<file path="src/rtl/time_pkg.sv">
// Shared constants, BCD types and the hour-advance helper for the wall-clock blocks.
package time_pkg;

  typedef logic [3:0] bcd_t;

  typedef struct packed {
    bcd_t tens;
    bcd_t ones;
  } hr_t;

  localparam bcd_t DIGIT_MAX    = 4'd9;
  localparam bcd_t SEC_TENS_MAX = 4'd5;
  localparam bcd_t MIN_TENS_MAX = 4'd5;

  localparam int HR24_MAX = 23;
  localparam int HR12_MAX = 12;
  localparam int HR12_MIN = 1;

  localparam bcd_t RST_DIGIT = 4'd0;
  localparam hr_t  RST_HR24  = '{tens: 4'd0, ones: 4'd0};
  localparam hr_t  RST_HR12  = '{tens: 4'd1, ones: 4'd2};

  function automatic int hr_val(hr_t h);
    return int'(h.tens) * 10 + int'(h.ones);
  endfunction

  function automatic hr_t to_hr(int v);
    hr_t h;
    h.tens = bcd_t'(v / 10);
    h.ones = bcd_t'(v % 10);
    return h;
  endfunction

  // One-hour advance with the format's wrap; the pm flip is handled by the caller.
  function automatic hr_t hr_next(hr_t h, logic mode_24h);
    hr_t n;
    if (mode_24h && hr_val(h) >= HR24_MAX) begin
      n = to_hr(0);
    end else if (!mode_24h && hr_val(h) >= HR12_MAX) begin
      n = to_hr(HR12_MIN);
    end else if (h.ones == DIGIT_MAX) begin
      n.tens = h.tens + 4'd1;
      n.ones = 4'd0;
    end else begin
      n.tens = h.tens;
      n.ones = h.ones + 4'd1;
    end
    return n;
  endfunction

endpackage

</file>
<file path="src/rtl/edge_sync.sv">
// Resynchronises an asynchronous level and emits a registered one-cycle pulse per rising edge.
// Latency: input rise sampled at edge N gives the pulse after edge N+STAGES; no backpressure.
module edge_sync #(
  parameter int STAGES = 2
) (
  input  logic clk,
  input  logic rst_n,
  input  logic din,
  output logic rise
);

  localparam int N = (STAGES < 2) ? 2 : STAGES;

  logic [N-1:0] sync_q;
  logic         edge_q;

  // edge_q clears on reset, so a level already high at release counts as one edge.
  always_ff @(posedge clk) begin
    if (!rst_n) begin
      sync_q <= '0;
      edge_q <= 1'b0;
      rise   <= 1'b0;
    end else begin
      sync_q <= {sync_q[N-2:0], din};
      edge_q <= sync_q[N-1];
      rise   <= sync_q[N-1] & ~edge_q;
    end
  end

endmodule

</file>
<file path="src/rtl/time_keeper.sv">
// HH:MM:SS BCD wall clock driven by a 1 Hz tick, with a set mode for minutes and hours.
// Latency: tick_in rise sampled at edge N shows after edge N+SYNC_STAGES+1; no backpressure.
module time_keeper
  import time_pkg::*;
#(
  parameter int MODE_24H    = 1,
  parameter int SYNC_STAGES = 2
) (
  input  logic       clk,
  input  logic       rst_n,
  input  logic       tick_in,
  input  logic       set_en,
  input  logic       inc_min,
  input  logic       inc_hr,
  output logic [3:0] sec_ones,
  output logic [3:0] sec_tens,
  output logic [3:0] min_ones,
  output logic [3:0] min_tens,
  output logic [3:0] hr_ones,
  output logic [3:0] hr_tens,
  output logic       pm,
  output logic       sec_pulse,
  output logic       day_pulse
);

  localparam logic IS_24H = (MODE_24H != 0);
  localparam hr_t  RST_HR = IS_24H ? RST_HR24 : RST_HR12;

  logic tick_rise;
  logic set_q;
  logic set_start;
  logic count_en;
  logic sec_at_max;
  logic min_at_max;
  logic min_step;
  logic hr_step;

  bcd_t sec_ones_q, sec_tens_q, min_ones_q, min_tens_q;
  bcd_t sec_ones_d, sec_tens_d, min_ones_d, min_tens_d;
  hr_t  hr_q, hr_d;
  logic pm_q, pm_d;
  logic sec_pulse_q, sec_pulse_d;
  logic day_pulse_q, day_pulse_d;

  edge_sync #(
    .STAGES(SYNC_STAGES)
  ) u_tick_sync (
    .clk  (clk),
    .rst_n(rst_n),
    .din  (tick_in),
    .rise (tick_rise)
  );

  assign set_start  = set_en & ~set_q;
  // The cycle set_en falls still counts as set mode, so a tick seen there is dropped.
  assign count_en   = tick_rise & ~set_en & ~set_q;
  assign sec_at_max = (sec_ones_q == DIGIT_MAX) && (sec_tens_q == SEC_TENS_MAX);
  assign min_at_max = (min_ones_q == DIGIT_MAX) && (min_tens_q == MIN_TENS_MAX);
  assign min_step   = set_en ? inc_min : (count_en & sec_at_max);
  assign hr_step    = set_en ? inc_hr : (count_en & sec_at_max & min_at_max);

  always_comb begin
    sec_ones_d  = sec_ones_q;
    sec_tens_d  = sec_tens_q;
    min_ones_d  = min_ones_q;
    min_tens_d  = min_tens_q;
    hr_d        = hr_q;
    pm_d        = pm_q;
    sec_pulse_d = 1'b0;
    day_pulse_d = 1'b0;

    if (set_start) begin
      sec_ones_d = RST_DIGIT;
      sec_tens_d = RST_DIGIT;
    end else if (count_en) begin
      sec_pulse_d = 1'b1;
      if (sec_ones_q == DIGIT_MAX) begin
        sec_ones_d = RST_DIGIT;
        sec_tens_d = (sec_tens_q == SEC_TENS_MAX) ? RST_DIGIT : sec_tens_q + 4'd1;
      end else begin
        sec_ones_d = sec_ones_q + 4'd1;
      end
    end

    if (min_step) begin
      if (min_ones_q == DIGIT_MAX) begin
        min_ones_d = RST_DIGIT;
        min_tens_d = (min_tens_q == MIN_TENS_MAX) ? RST_DIGIT : min_tens_q + 4'd1;
      end else begin
        min_ones_d = min_ones_q + 4'd1;
      end
    end

    // 12 h: 11 -> 12 flips AM/PM; PM 11 -> AM 12 is the day boundary.
    if (hr_step) begin
      hr_d = hr_next(hr_q, IS_24H);
      if (!IS_24H && hr_val(hr_q) == HR12_MAX - 1) begin
        pm_d = ~pm_q;
      end
      day_pulse_d = count_en & (IS_24H ? (hr_val(hr_q) == HR24_MAX)
                                       : ((hr_val(hr_q) == HR12_MAX - 1) && pm_q));
    end
  end

  always_ff @(posedge clk) begin
    if (!rst_n) begin
      sec_ones_q  <= RST_DIGIT;
      sec_tens_q  <= RST_DIGIT;
      min_ones_q  <= RST_DIGIT;
      min_tens_q  <= RST_DIGIT;
      hr_q        <= RST_HR;
      pm_q        <= 1'b0;
      set_q       <= 1'b0;
      sec_pulse_q <= 1'b0;
      day_pulse_q <= 1'b0;
    end else begin
      sec_ones_q  <= sec_ones_d;
      sec_tens_q  <= sec_tens_d;
      min_ones_q  <= min_ones_d;
      min_tens_q  <= min_tens_d;
      hr_q        <= hr_d;
      pm_q        <= pm_d;
      set_q       <= set_en;
      sec_pulse_q <= sec_pulse_d;
      day_pulse_q <= day_pulse_d;
    end
  end

  assign sec_ones  = sec_ones_q;
  assign sec_tens  = sec_tens_q;
  assign min_ones  = min_ones_q;
  assign min_tens  = min_tens_q;
  assign hr_ones   = hr_q.ones;
  assign hr_tens   = hr_q.tens;
  assign pm        = IS_24H ? 1'b0 : pm_q;
  assign sec_pulse = sec_pulse_q;
  assign day_pulse = day_pulse_q;

endmodule

</file>
<file path="config.mk">
export PLATFORM = sky130hd
export DESIGN_NAME = time_keeper
export DESIGN_NICKNAME = d
export VERILOG_FILES = /design/src/rtl/time_pkg.sv /design/src/rtl/edge_sync.sv /design/src/rtl/time_keeper.sv
export SDC_FILE = /design/constraint.sdc
export NUM_CORES = 1
export LEC_CHECK = 0
export CAP_MARGIN = 15
export CORE_UTILIZATION = 35
export DETAILED_ROUTE_END_ITERATION = 6
export GPL_TIMING_DRIVEN = 1
export HOLD_SLACK_MARGIN = 0.08
export PLACE_DENSITY_LB_ADDON = 0.25
export SLEW_MARGIN = 30
export SYNTH_ARGS = -nofsm -noshare
export SYNTH_HDL_FRONTEND = slang
export SYNTH_SLANG_ARGS = --single-unit
</file>
<file path="constraint.sdc">
create_clock -name clk -period 3.39 [get_ports clk]
set_clock_uncertainty 0.05 [all_clocks]
set_input_delay 0.339 -clock clk [delete_from_list [all_inputs] [get_ports clk]]
set_output_delay 0.339 -clock clk [all_outputs]
set_load 0.02 [all_outputs]
</file>
==> impl_metrics.tcl <==
set metrics [dict create \
    outcome "completed" \
    synth.most_common_cell "dfxtp_1" \
    num_vias 1526 \
    yosys.cell_types.count 48 \
    synthTopCellsByCount "31 x dfxtp_1, 15 x nor2_1, 10 x a21oi_1, 10 x ha_1, 9 x nand2_1" \
    firstDrtPassIters 4 \
    netlist_instances 190 \
    fill_cells 459 \
    routed_wl_mm 3.75 \
    overflow 0 \
    max-vdd-ir-drop_v 0.000233 \
    grt_usage 0.159 \
    hold_viol 0 \
    period_share 0.785 \
    worst_slack_ns 0.727 \
    fmaxAchievable_ghz 0.376 \
    min_path_cells 1 \
    io_pins 33 \
    row_count 25 \
    grt_pass1_vias 1379 \
    vias_per_cell 5.17 \
    p_leak_nw 0.819 \
    power_density_nw_per_um2 376 \
    die_w_um 71.9 \
    rsz0062_at_grt "no" \
    endpoint_kind "flip-flop" \
    grt_pass1_wl_mm 6.31 \
    drc 0 \
    syn_nets 208 \
    clock-root-buffer "clkbuf_8" \
    reg2reg_from "hr_tens[2]" \
    setup_viol 0 \
    synth_top_area_frac 0.363 \
    min_from "u_tick_sync.edge_q" \
    total_power_mw 0.826 \
    cts-resized-gates 0 \
    ant_nets 0 \
    num-nets-final 245 \
    cts-htree-levels 2 \
    diodes 0 \
    routabilityCongestion 0.776 \
    design.die.area_um2 5170 \
    rr_worst_depth 7 \
    path_class "reg2reg" \
    grt_max_degree 17 \
    worstReg2RegEnd "hr_tens[0]" \
    coreArea_um2 4720 \
    synth_area_per_cell_um2 9.00 \
    routedWlPerCell_um 12.7 \
    die_h_um 71.9 \
    tightest_slew_ns 0.604 \
    maxSlewHeadroom 0.596 \
    clk_latency_ns 0.28 \
    hpwl_mm 2.70 \
    seq_area_frac_synth 0.363 \
    drt_iter0_markers 53 \
    syn-cell-area_um2 1710 \
    synth_area_leaders "dfxtp_1 36%, ha_1 7.3%, nor2_1 3.3%, nor3b_1 3.1%, a21oi_1 2.9%" \
    clkTransAtPathRegs_ns 0.06 \
    yosys_most_used_dff "dfxtp_1" \
    finalSetupTns_ns 0 \
    period_minus_slack_ns 2.66 \
    drive_above_1_share 0.0658 \
    max-cap-violations 0 \
    clkSinkCount 31 \
    hold-path-endpoint "u_tick_sync.rise" \
    numCtsBuffers 5 \
    holdBufCountCts 0 \
    yosys.area.top_type "dfxtp_1" \
    cp.required_ns 3.52 \
    antenna_found_initial 0 \
    reg2reg_slack_ns 0.73 \
    ys_warn_count 0 \
    initial_core_util 0.362 \
    synth_edf_count 0 \
    cts_buffer_depth 2 \
    postCtsSetupBuffers 0 \
    place_ws_ns 0.645 \
    maxSlewViolCount 0 \
    cp.arrival_ns 2.79 \
    critPathMaxFanout 7 \
    numPortBuffers 31 \
    cts_tree "done" \
    ys_async_sr_fraction 0 \
    cp-start-kind "flip-flop" \
    synth_seq_cells 31 \
    worstHoldPathType "reg2reg" \
    synthToLayoutAreaGrowth_pct 28.6 \
]
worst max path at each step:
| stage | endpoint | start | slack (ns) | cells past startpoint |
|---|---|---|---|---|
| global route | hr_ones[1] | hr_tens[2] | 0.50 | 7 |
| finish | hr_tens[0] | hr_tens[2] | 0.73 | 7 |
| detailed placement | hr_tens[0] | set_en | 0.65 | 7 |
| CTS | day_pulse | hr_tens[1] | 0.74 | 7 |
| floorplan | hr_tens[0] | hr_tens[3] | 0.49 | 7 |
| global placement | hr_tens[0] | set_en | 0.65 | 7 |
stage by stage:
step / instances / hold WS, ns / area (µm²) / util
6_report: 295 / 0.335 / 2200 / 0.465
5_1_grt: 295 / 0.342 / 2200 / 0.465
4_1_cts: 295 / 0.339 / 2200 / 0.465
3_5_place_dp: 287 / 0.331 / 2100 / 0.444
3_3_place_gp: 287 / 0.323 / 2100 / 0.444
2_1_floorplan: 190 / 0.317 / 1710 / -
metal layers:
layer,vias up,wire [µm],global-route usage
met5,-,0,0
met4,0,58,0.0784
met2,40,1630,0.245
met3,6,171,0.0366
met1,709,1900,0.210
li1,771,-,-
cells in the final DEF (no fill, tap or decap), types with 7 or more instances in the layout:
master           instances
nor2b_1                  7
a21oi_1                 10
dfxtp_1                 31
inv_1                    8
nand2_1                  9
nor2_1                  15
nor3b_1                  7
clkdlybuf4s50_1         31
nor3_1                   8
ha_1                    10
clkbuf_8                 7
critical path: stages (launching register included):
cell and delay, ns:
dfxtp_1 0.48, ha_1 0.29, ha_1 0.21, a211oi_1 0.32, o21ai_0 0.19, a31oi_1 0.55, o31ai_1 0.21, a22o_1 0.25
final cells by class:
| cell class | instances | area [µm²] | area share |
|---|---|---|---|
| flip-flops and latches | 31 | 621 | 0.282 |
| clock buffers | 8 | 100 | 0.0455 |
| multi-input cells | 146 | 1030 | 0.467 |
| inverters | 9 | 33.8 | 0.0154 |
| repair buffers | 34 | 333 | 0.151 |
| well taps | 67 | 83.8 | 0.0381 |
power breakdown:
part | leakage (nW) | switching, mW | internal, mW
sequential | 0.251 | 0.0192 | 0.376
combinational | 0.517 | 0.0590 | 0.0516
clock | 0.0515 | 0.134 | 0.185
total | 0.819 | 0.213 | 0.613
sequential cells by signal, indices dropped and copies added, names as in the netlist, 2 cells and up:
signal and cells:
hr_ones 4, hr_tens 4, min_ones 4, u_tick_sync.sync_q 2
min_tens 4, sec_ones 4, sec_tens 4
cell families (layout without fill, tap and decap cells):
| kind of cell | count (synthesis) | count (layout) | synth area share |
|---|---|---|---|
| AO/OA/AOI/OAI | 45 | 45 | 0.190 |
| flip-flops | 31 | 31 | 0.363 |
| adder cells (fa/ha/maj) | 12 | 12 | 0.0966 |
| XOR/XNOR | 3 | 3 | 0.0154 |
| buffers and inverters | 13 | 51 | 0.0359 |
| multiplexers | 3 | 3 | 0.0176 |
| other | 1 | 1 | 0.00219 |
| AND/OR/NAND/NOR | 82 | 82 | 0.279 |
Note: power is estimated with default switching activity, not from simulation.
